<file path="src/rtl/pulse_pkg.sv">
// Shared definitions for the pulse-train decoder: FSM encoding and the
// default timing constants inherited from the auto-repeat generator.
package pulse_pkg;

  typedef enum logic [1:0] {
    IDLE   = 2'b00,
    ARMED  = 2'b01,
    REPEAT = 2'b10
  } state_t;

  // Auto-repeat generator walls: slowest and fastest repeat interval.
  localparam int MAX_WALL       = 100_000_000;
  localparam int MIN_WALL       = 1_000_000;
  // Extra slack so the slowest legal repeat never looks like a timeout.
  localparam int TIMEOUT_MARGIN = 1_000;

  localparam int DEF_TIMEOUT = MAX_WALL + TIMEOUT_MARGIN;
  localparam int DEF_MIN_GAP = MIN_WALL;
  localparam int DEF_CNT_W   = 27;
  localparam int DEF_COUNT_W = 8;

endpackage

</file>
<file path="src/rtl/pulse_train_decoder_if.sv">
// Bus between the pulse source (master) and the decoder (slave).
// Protocol: no backpressure. pulse is a free-running input; gap_valid and
// burst_done are one-cycle strobes; last_gap/accel are meaningful in the
// cycle gap_valid is high and hold until the next gap_valid; level, count
// and glitch are plain registered levels.
interface pulse_train_decoder_if #(
  parameter int CNT_W   = 27,
  parameter int COUNT_W = 8
);
  logic               pulse;
  logic               level;
  logic [COUNT_W-1:0] count;
  logic [CNT_W-1:0]   last_gap;
  logic               gap_valid;
  logic               accel;
  logic               glitch;
  logic               burst_done;

  modport master (
    output pulse,
    input  level, count, last_gap, gap_valid, accel, glitch, burst_done
  );

  modport slave (
    input  pulse,
    output level, count, last_gap, gap_valid, accel, glitch, burst_done
  );
endinterface

</file>
<file path="src/rtl/rise_detect.sv">
// Rising-edge detector: one registered sample, combinational edge output.
module rise_detect (
  input  logic clk,
  input  logic rst,
  input  logic in,
  output logic rise
);

  logic in_d;

  // Previous sample of the input; resets low so a level already high at
  // reset release produces one edge.
  always_ff @(posedge clk or posedge rst) begin
    if (rst) in_d <= 1'b0;
    else     in_d <= in;
  end

  assign rise = in & ~in_d;

endmodule

</file>
<file path="src/rtl/pulse_train_decoder.sv">
// Reconstructs the held level behind an auto-repeat pulse train: measures
// inter-pulse gaps, counts pulses per burst, flags acceleration, glitches
// and burst end.
module pulse_train_decoder
  import pulse_pkg::*;
#(
  parameter int CNT_W   = DEF_CNT_W,
  parameter int COUNT_W = DEF_COUNT_W,
  parameter int TIMEOUT = DEF_TIMEOUT,
  parameter int MIN_GAP = DEF_MIN_GAP
) (
  input  logic                  clk,
  input  logic                  rst,
  pulse_train_decoder_if.slave  bus,
  output state_t                dbg_state
);

  localparam logic [CNT_W-1:0]   TO_LAST   = CNT_W'(TIMEOUT - 1);
  localparam logic [CNT_W-1:0]   MIN_GAP_C = CNT_W'(MIN_GAP);
  localparam logic [COUNT_W-1:0] COUNT_MAX = '1;

  logic ev;

  state_t             state_q, state_n;
  logic [CNT_W-1:0]   gap_cnt_q, gap_cnt_n;
  logic               level_q, level_n;
  logic [COUNT_W-1:0] count_q, count_n;
  logic [CNT_W-1:0]   last_gap_q, last_gap_n;
  logic               gap_valid_q, gap_valid_n;
  logic               accel_q, accel_n;
  logic               glitch_q, glitch_n;
  logic               burst_done_q, burst_done_n;
  logic [CNT_W-1:0]   gap;

  rise_detect u_rise (
    .clk  (clk),
    .rst  (rst),
    .in   (bus.pulse),
    .rise (ev)
  );

  // State and all outputs are registered together.
  always_ff @(posedge clk or posedge rst) begin
    if (rst) begin
      state_q      <= IDLE;
      gap_cnt_q    <= '0;
      level_q      <= 1'b0;
      count_q      <= '0;
      last_gap_q   <= '0;
      gap_valid_q  <= 1'b0;
      accel_q      <= 1'b0;
      glitch_q     <= 1'b0;
      burst_done_q <= 1'b0;
    end else begin
      state_q      <= state_n;
      gap_cnt_q    <= gap_cnt_n;
      level_q      <= level_n;
      count_q      <= count_n;
      last_gap_q   <= last_gap_n;
      gap_valid_q  <= gap_valid_n;
      accel_q      <= accel_n;
      glitch_q     <= glitch_n;
      burst_done_q <= burst_done_n;
    end
  end

  // Next-state and next-output logic; an event always beats the timeout.
  always_comb begin
    state_n      = state_q;
    gap_cnt_n    = gap_cnt_q;
    level_n      = level_q;
    count_n      = count_q;
    last_gap_n   = last_gap_q;
    accel_n      = accel_q;
    glitch_n     = glitch_q;
    gap_valid_n  = 1'b0;
    burst_done_n = 1'b0;
    // Distance from the previous event if an event lands this edge.
    gap          = gap_cnt_q + CNT_W'(1);

    unique case (state_q)
      IDLE: begin
        if (ev) begin
          state_n   = ARMED;
          level_n   = 1'b1;
          count_n   = COUNT_W'(1);
          glitch_n  = 1'b0;
          gap_cnt_n = '0;
        end
      end
      ARMED, REPEAT: begin
        if (ev) begin
          state_n     = REPEAT;
          last_gap_n  = gap;
          gap_valid_n = 1'b1;
          count_n     = (count_q == COUNT_MAX) ? count_q : count_q + COUNT_W'(1);
          gap_cnt_n   = '0;
          accel_n     = (state_q == REPEAT) && (gap < last_gap_q);
          if (gap < MIN_GAP_C) glitch_n = 1'b1;
        end else if (gap_cnt_q == TO_LAST) begin
          state_n      = IDLE;
          level_n      = 1'b0;
          burst_done_n = 1'b1;
          gap_cnt_n    = '0;
        end else begin
          gap_cnt_n = gap;
        end
      end
      default: state_n = IDLE;
    endcase
  end

  assign bus.level      = level_q;
  assign bus.count      = count_q;
  assign bus.last_gap   = last_gap_q;
  assign bus.gap_valid  = gap_valid_q;
  assign bus.accel      = accel_q;
  assign bus.glitch     = glitch_q;
  assign bus.burst_done = burst_done_q;
  assign dbg_state      = state_q;

endmodule
</file>
<file path="src/flat_wrapper.sv">
// flat-port wrapper written by rule: the top's interface ports become plain ports
module pulse_train_decoder_flat import pulse_pkg::*;
#(
  parameter int CNT_W   = DEF_CNT_W,
  parameter int COUNT_W = DEF_COUNT_W,
  parameter int TIMEOUT = DEF_TIMEOUT,
  parameter int MIN_GAP = DEF_MIN_GAP
)
  (clk, rst, dbg_state, bus_pulse, bus_level, bus_count, bus_last_gap, bus_gap_valid, bus_accel, bus_glitch, bus_burst_done);
  pulse_train_decoder_if #(.CNT_W(CNT_W), .COUNT_W(COUNT_W)) bus_i ();
  input  logic clk;
  input  logic rst;
  output state_t dbg_state;
  input wire logic [$bits(bus_i.pulse)-1:0] bus_pulse;
  output wire logic [$bits(bus_i.level)-1:0] bus_level;
  output wire logic [$bits(bus_i.count)-1:0] bus_count;
  output wire logic [$bits(bus_i.last_gap)-1:0] bus_last_gap;
  output wire logic [$bits(bus_i.gap_valid)-1:0] bus_gap_valid;
  output wire logic [$bits(bus_i.accel)-1:0] bus_accel;
  output wire logic [$bits(bus_i.glitch)-1:0] bus_glitch;
  output wire logic [$bits(bus_i.burst_done)-1:0] bus_burst_done;
  assign bus_i.pulse = bus_pulse;
  assign bus_level = bus_i.level;
  assign bus_count = bus_i.count;
  assign bus_last_gap = bus_i.last_gap;
  assign bus_gap_valid = bus_i.gap_valid;
  assign bus_accel = bus_i.accel;
  assign bus_glitch = bus_i.glitch;
  assign bus_burst_done = bus_i.burst_done;
  pulse_train_decoder #(.CNT_W(CNT_W), .COUNT_W(COUNT_W), .TIMEOUT(TIMEOUT), .MIN_GAP(MIN_GAP)) u_core (.clk(clk), .rst(rst), .bus(bus_i), .dbg_state(dbg_state));
endmodule
</file>
<file path="config.mk">
export PLATFORM = sky130hd
export DESIGN_NAME = pulse_train_decoder_flat
export DESIGN_NICKNAME = d
export VERILOG_FILES = /design/src/rtl/pulse_pkg.sv /design/src/rtl/pulse_train_decoder_if.sv /design/src/rtl/rise_detect.sv /design/src/rtl/pulse_train_decoder.sv /design/src/flat_wrapper.sv
export SDC_FILE = /design/constraint.sdc
export NUM_CORES = 1
export LEC_CHECK = 0
export CAP_MARGIN = 5
export CORE_MARGIN = 1.5
export CORE_UTILIZATION = 30
export DETAILED_ROUTE_END_ITERATION = 12
export GPL_TIMING_DRIVEN = 0
export MAX_ROUTING_LAYER = met4
export PLACE_DENSITY_LB_ADDON = 0.12
export SYNTH_ARGS = -nofsm -noshare
export SYNTH_HDL_FRONTEND = slang
export SYNTH_SLANG_ARGS = --single-unit
</file>
<file path="constraint.sdc">
create_clock -name clk -period 4.1 [get_ports clk]
set_input_delay 0.82 -clock clk [delete_from_list [all_inputs] [get_ports clk]]
set_output_delay 0.82 -clock clk [all_outputs]
set_load 0.005 [all_outputs]
</file>
== Word level (Yosys, flattened, before mapping) ==
Cells that the tools add are included.
Widths: inputs -> output; s select.
Operators by class
  add/sub/neg operators: 2
  magnitude comparators: 2
  equal/unequal tests: 11
  muxes and demuxes: 25
  bitwise operators: 2
  reduce and logical (&&, ||, !) cells: 10
Operator list (number)
  $mux 27: 3
  $pmux 27 s2: 1
  $add 27x1->27 const B: 1
  $eq 27x27->1 const B: 1
  $lt 27x20->1 const B: 1
  $lt 27x27->1: 1
  $mux 8: 3
  $pmux 8 s2: 1
  $reduce_and 4->1: 3
  $mux 1: 11
  $add 8x1->8 const B: 1
  $eq 8x8->1 const B: 1
  $ne 2x1->1 const B: 4
  $mux 2: 3
  $reduce_and 2->1: 3
  $ne 2x2->1 const B: 2
  $pmux 1 s2: 2
  $pmux 2 s2: 1
  $ne 3x1->1 const B: 1
  $eq 2x1->1 const B: 1
  $eq 2x2->1 const B: 1
  $logic_not 2->1: 1
  $reduce_bool 2->1: 1
  $reduce_or 2->1: 1
  3 further kinds: 3
Storage, ports and cells
  register bits after elaboration: 70
  input port bits: 3
  output and inout port bits: 42
  word-level logic and storage cells: 62

== Longest topological paths before layout ==
  word-level depth: 5
  gate-level depth with buffers: 14
  depth with buffers taken out: 14

== By module ==
A second synthesis with hierarchy kept.
Second synthesis, totals
  cells, all modules: 485
  area, all modules: 4220.3 µm²
By module, submodules not included
  pulse_train_decoder: instances 1, cells an instance 482, area each 4177.8 µm², sequential area each 1726.7 µm²
  rise_detect: instances 1, cells an instance 3, area each 42.5 µm², sequential area each 25.0 µm²

== Worst setup path before layout ==
No wires, ideal clock.
  kind: reg2reg
  start: register u_core.gap_cnt_q[0]
  end: register u_core.accel_q, in the netlist u_core.bus.accel
  setup time: 0.077 ns
  arrival time: 2.860 ns
  required time: 4.023 ns
  setup slack: 1.163 ns
  cell stages (with the launch flop): 15
  buffers on the path: 0
  period minus slack after synthesis: 2.937 ns
  path through: dfrtp_1 > ha_1 > and2_1 > nand3_4 > nor4_2 > nand3_1 > xor2_1 > inv_1 > ha_1 > nor2b_1 > nor4b_1 > a22oi_1 > a31oi_1 > o21ai_0 > a21oi_1
Between the ends
  word-level cells in the longest chain between the ends: 3
Ends and longest elaborated chain
  from (decl): line pulse_train_decoder.sv:25  | logic [CNT_W-1:0] gap_cnt_q, gap_cnt_n;
  from (signal assigned): line pulse_train_decoder.sv:56  | gap_cnt_q <= gap_cnt_n;
  $add 27x1->27: line pulse_train_decoder.sv:79  | gap = gap_cnt_q + CNT_W'(1);
  named net u_core.gap[26]: line pulse_train_decoder.sv:33  | logic [CNT_W-1:0] gap;
  $lt 27x27->1: line pulse_train_decoder.sv:98  | accel_n = (state_q == REPEAT) && (gap < last_gap_q);
  $logic_and 1x1->1: line pulse_train_decoder.sv:98
  to (signal assigned): line pulse_train_decoder.sv:61  | accel_q <= accel_n;
  to (decl): line pulse_train_decoder.sv:30  | logic accel_q, accel_n;
The timed path passes the listed nets, and every way through them passes these cells.
A chain may end at the register's enable or synchronous reset.

== Final worst setup path ==
Ends and elaborated chain as after synthesis.

==> results.yml <==
drt:
  first_pass_iters: 4
  ant_nets: 0
  met3WireLength_um: 439
  met1_length_mm: 5.85
  wire_per_inst_um: 15.7
  routed_wl_mm: 11.7
  dr_wl_met2_mm: 5.26
  drc: 0
  vias: 3734
  via_per_inst: 5.01
  drt-initial-drc-count: 213
  top_layer: "met4"
run_status:
  outcome: "finished clean"
floorplan:
  boundaryPins: 45
  core_area_um2: 14000
  die_x_um: 124
  die_h_um: 124
  die_area_um2: 15300
  initial_utilization_pct: 31.0
  num_rows: 43
grt:
  grt_pass1_vias: 3706
  grt_usage_pct: 17.6
  grt_max_degree: 38
  overflow: 0
  antenna_found_initial: 0
  grt_pass1_wl_mm: 19.7
worst_setup_path:
  path_class: "flop to flop"
  crit_required_ns: 4.37
  crit_fanout: 8
  setup.worst_path.start_class: "flop"
  arrival_ns: 3.98
  end_kind: "flop"
synthesis:
  synth_flop_cell: "dfrtp_1"
  synth_nets: 535
  netlist_area_um2: 4360
  ys_async_sr_fraction_pct: 100
  syn_area_per_cell_um2: 8.65
  synth.most_common_cell: "nand2_1"
  yosysTopAreaCell: "dfrtp_1"
  yosys_warnings: 0
  yosys-top-cells-count: "nand2_1, dfrtp_1, o21ai_0"
  yosys_register_bits: 70
  ys_seq_area_share_pct: 40.2
  postSynthCellCount: 504
  synth_cell_types: 57
  synth_edf_count: 0
  synth_top_area_share_pct: 40.2
  synth_top_cells_by_area: "dfrtp_1, ha_1, o21ai_0"
layout:
  design_area_um2: 5360
  finalNonFillerCells: 745
  synthToLayoutAreaGrowth_pct: 22.8
  nFillCells: 1434
  drive_gt1_share_pct: 7.96
  nNetsFinal: 591
  diodes: 0
cts:
  cts_buffer_depth: 2
  root_buffer: "clkbuf_16"
  cts-htree-levels: 3
  clock_sinks: 70
  cts_tree: "built"
  cts_setup_buffers: 0
  clk_pin_slew_worst_paths_ns: 0.06
  cts_made_buffers: 9
  clkLatencyLatePin_ns: 0.35
pwr:
  clockPowerShare_pct: 33.6
  internal_power_mw: 1.54
  p_leak_nw: 2.30
  switching_share_pct: 36.1
  p_sw_uw: 869
  pwr-share-seq_pct: 34.0
  ir_drop_mv: 0.208
  pwr-share-comb_pct: 32.4
  pwr_density_cell_nw_per_um2: 450
sta:
  slew_headroom_pct: 42.1
  fin_skew_ns: 0.00731
  fmax_ghz: 0.270
  rsz0062_at_grt: "false"
  period_needed_ns: 3.71
  worstMarginPinSlew_ns: 0.861
  setup_tns_ns: 0
  setup_viol: 0
  hold_violations: 0
  hold-worst-slack_ns: 0.502
  finalMaxSlewViolations: 0
  fin_crit_sh_pct: 90.5
place:
  hpwl_mm: 8.68
  port_buffers: 44
  dp_cells: 729
  place.gp.congestion: 0.858
  dpl_cell_area_um2: 5050
job:
  drv_cap: 0
min_path:
  hp-class: "flop to flop"
[repair_timing]
action	4_1_cts	5_1_grt
gates resized for setup	0	1
endpoints found under the setup margin	0	1
hold buffers	0	0
[stage by stage]
stage               worst slack, ns  power (mW)  utilization, %
floorplan                      1.16        1.27               -
global placement             0.0489        1.62            35.8
detailed placement            0.442        1.62            35.9
CTS                           0.317        2.44            38.1
global route                 0.0514        2.58            38.1
finish                        0.391        2.41            38.1
[kinds of logic (layout without fill, tap and decap cells)]
kind of cell	Yosys count	after routing	share of synthesized area, %
multiplexers	2	2	0.517
AO/OA/AOI/OAI	117	117	15.6
XOR/XNOR	34	34	7.18
flip-flops	70	70	40.2
buffers and inverters	74	135	7.15
AND/OR/NAND/NOR	177	177	20.8
adder cells (fa/ha/maj)	30	30	8.52
[worst max-delay path, stage by stage (launching register included)]
cell	delay, ns
dfrtp_1	0.48
ha_1	0.26
and2_1	0.30
nand2_1	0.20
nor2_1	0.19
xnor2_1	0.19
ha_1	0.30
a2111oi_0	0.53
o221ai_1	0.30
a221o_1	0.44
nand4_1	0.11
nand3_1	0.15
a21oi_1	0.17
[power groups by stage]
| stage | Clock [mW] | Combinational (mW) | Sequential (mW) |
|---|---|---|---|
| floorplan | 0 | 0.446 | 0.823 |
| global placement | 0 | 0.790 | 0.829 |
| detailed placement | 0 | 0.792 | 0.830 |
| CTS | 0.827 | 0.798 | 0.819 |
| global route | 0.862 | 0.892 | 0.830 |
| finish | 0.808 | 0.781 | 0.819 |
[path summary, 6_finish.rpt]
kind	cells past startpoint	start	slack [ns]	end
setup / recovery	12	u_core.gap_cnt_q[0]	0.39	u_core.bus.accel
min in group asynchronous	2	rst	0.85	u_core.bus.last_gap[23]
max in group asynchronous	3	rst	2.68	u_core.bus.last_gap[15]
hold / removal	2	u_core.bus.last_gap[15]	0.50	u_core.bus.last_gap[15]
hold reg to reg	2	u_core.bus.last_gap[15]	0.50	u_core.bus.last_gap[15]
setup reg to reg	12	u_core.gap_cnt_q[0]	0.39	u_core.bus.accel
[per-layer routing]
metal / track usage [%] / vias to the layer above
met3: 3.74 / 13
met4: 6.11 / 0
met1: 23.7 / 1811
met5: - / -
li1: - / 1859
met2: 26.4 / 51
[cell usage in the layout (no fill, tap or decap), types with 5 or more instances in the layout]
cell type | synthesis | layout
a21oi_1 | 14 | 14
and3_1 | 7 | 7
buf_2 | 9 | 9
clkbuf_1 | 11 | 12
clkbuf_16 | 0 | 9
clkdlybuf4s50_1 | 0 | 44
dfrtp_1 | 70 | 70
ha_1 | 28 | 28
inv_1 | 49 | 48
nand2_1 | 76 | 76
nand2b_1 | 6 | 6
nand3_1 | 17 | 17
nand4_1 | 12 | 12
nor2_1 | 22 | 22
nor2b_1 | 5 | 5
nor3_1 | 5 | 5
o21ai_0 | 69 | 69
o31ai_1 | 8 | 8
xnor2_1 | 15 | 15
xor2_1 | 17 | 17
[registers in the layout (all words and copies together) (netlist names)]
name	count
u_core.bus.accel	1
u_core.bus.last_gap	27
u_core.bus.level	1
u_core.gap_cnt_q	27
u_core.dbg_state	2
u_core.bus.count	8
u_core.u_rise.in_d	1
u_core.bus.glitch	1
u_core.bus.burst_done	1
u_core.bus.gap_valid	1
[area by class of cell]
cell class	instances	area, um2	area share [%]
plain buffers	25	128	2.38
clock buffers	12	256	4.79
clock inverters	4	45.0	0.841
inverters	49	186	3.48
multi-input cells	360	2300	43.0
flip-flops and latches	70	1750	32.7
well taps	180	225	4.21
repair buffers	45	460	8.60
Note: power is estimated with default switching activity, not from simulation.
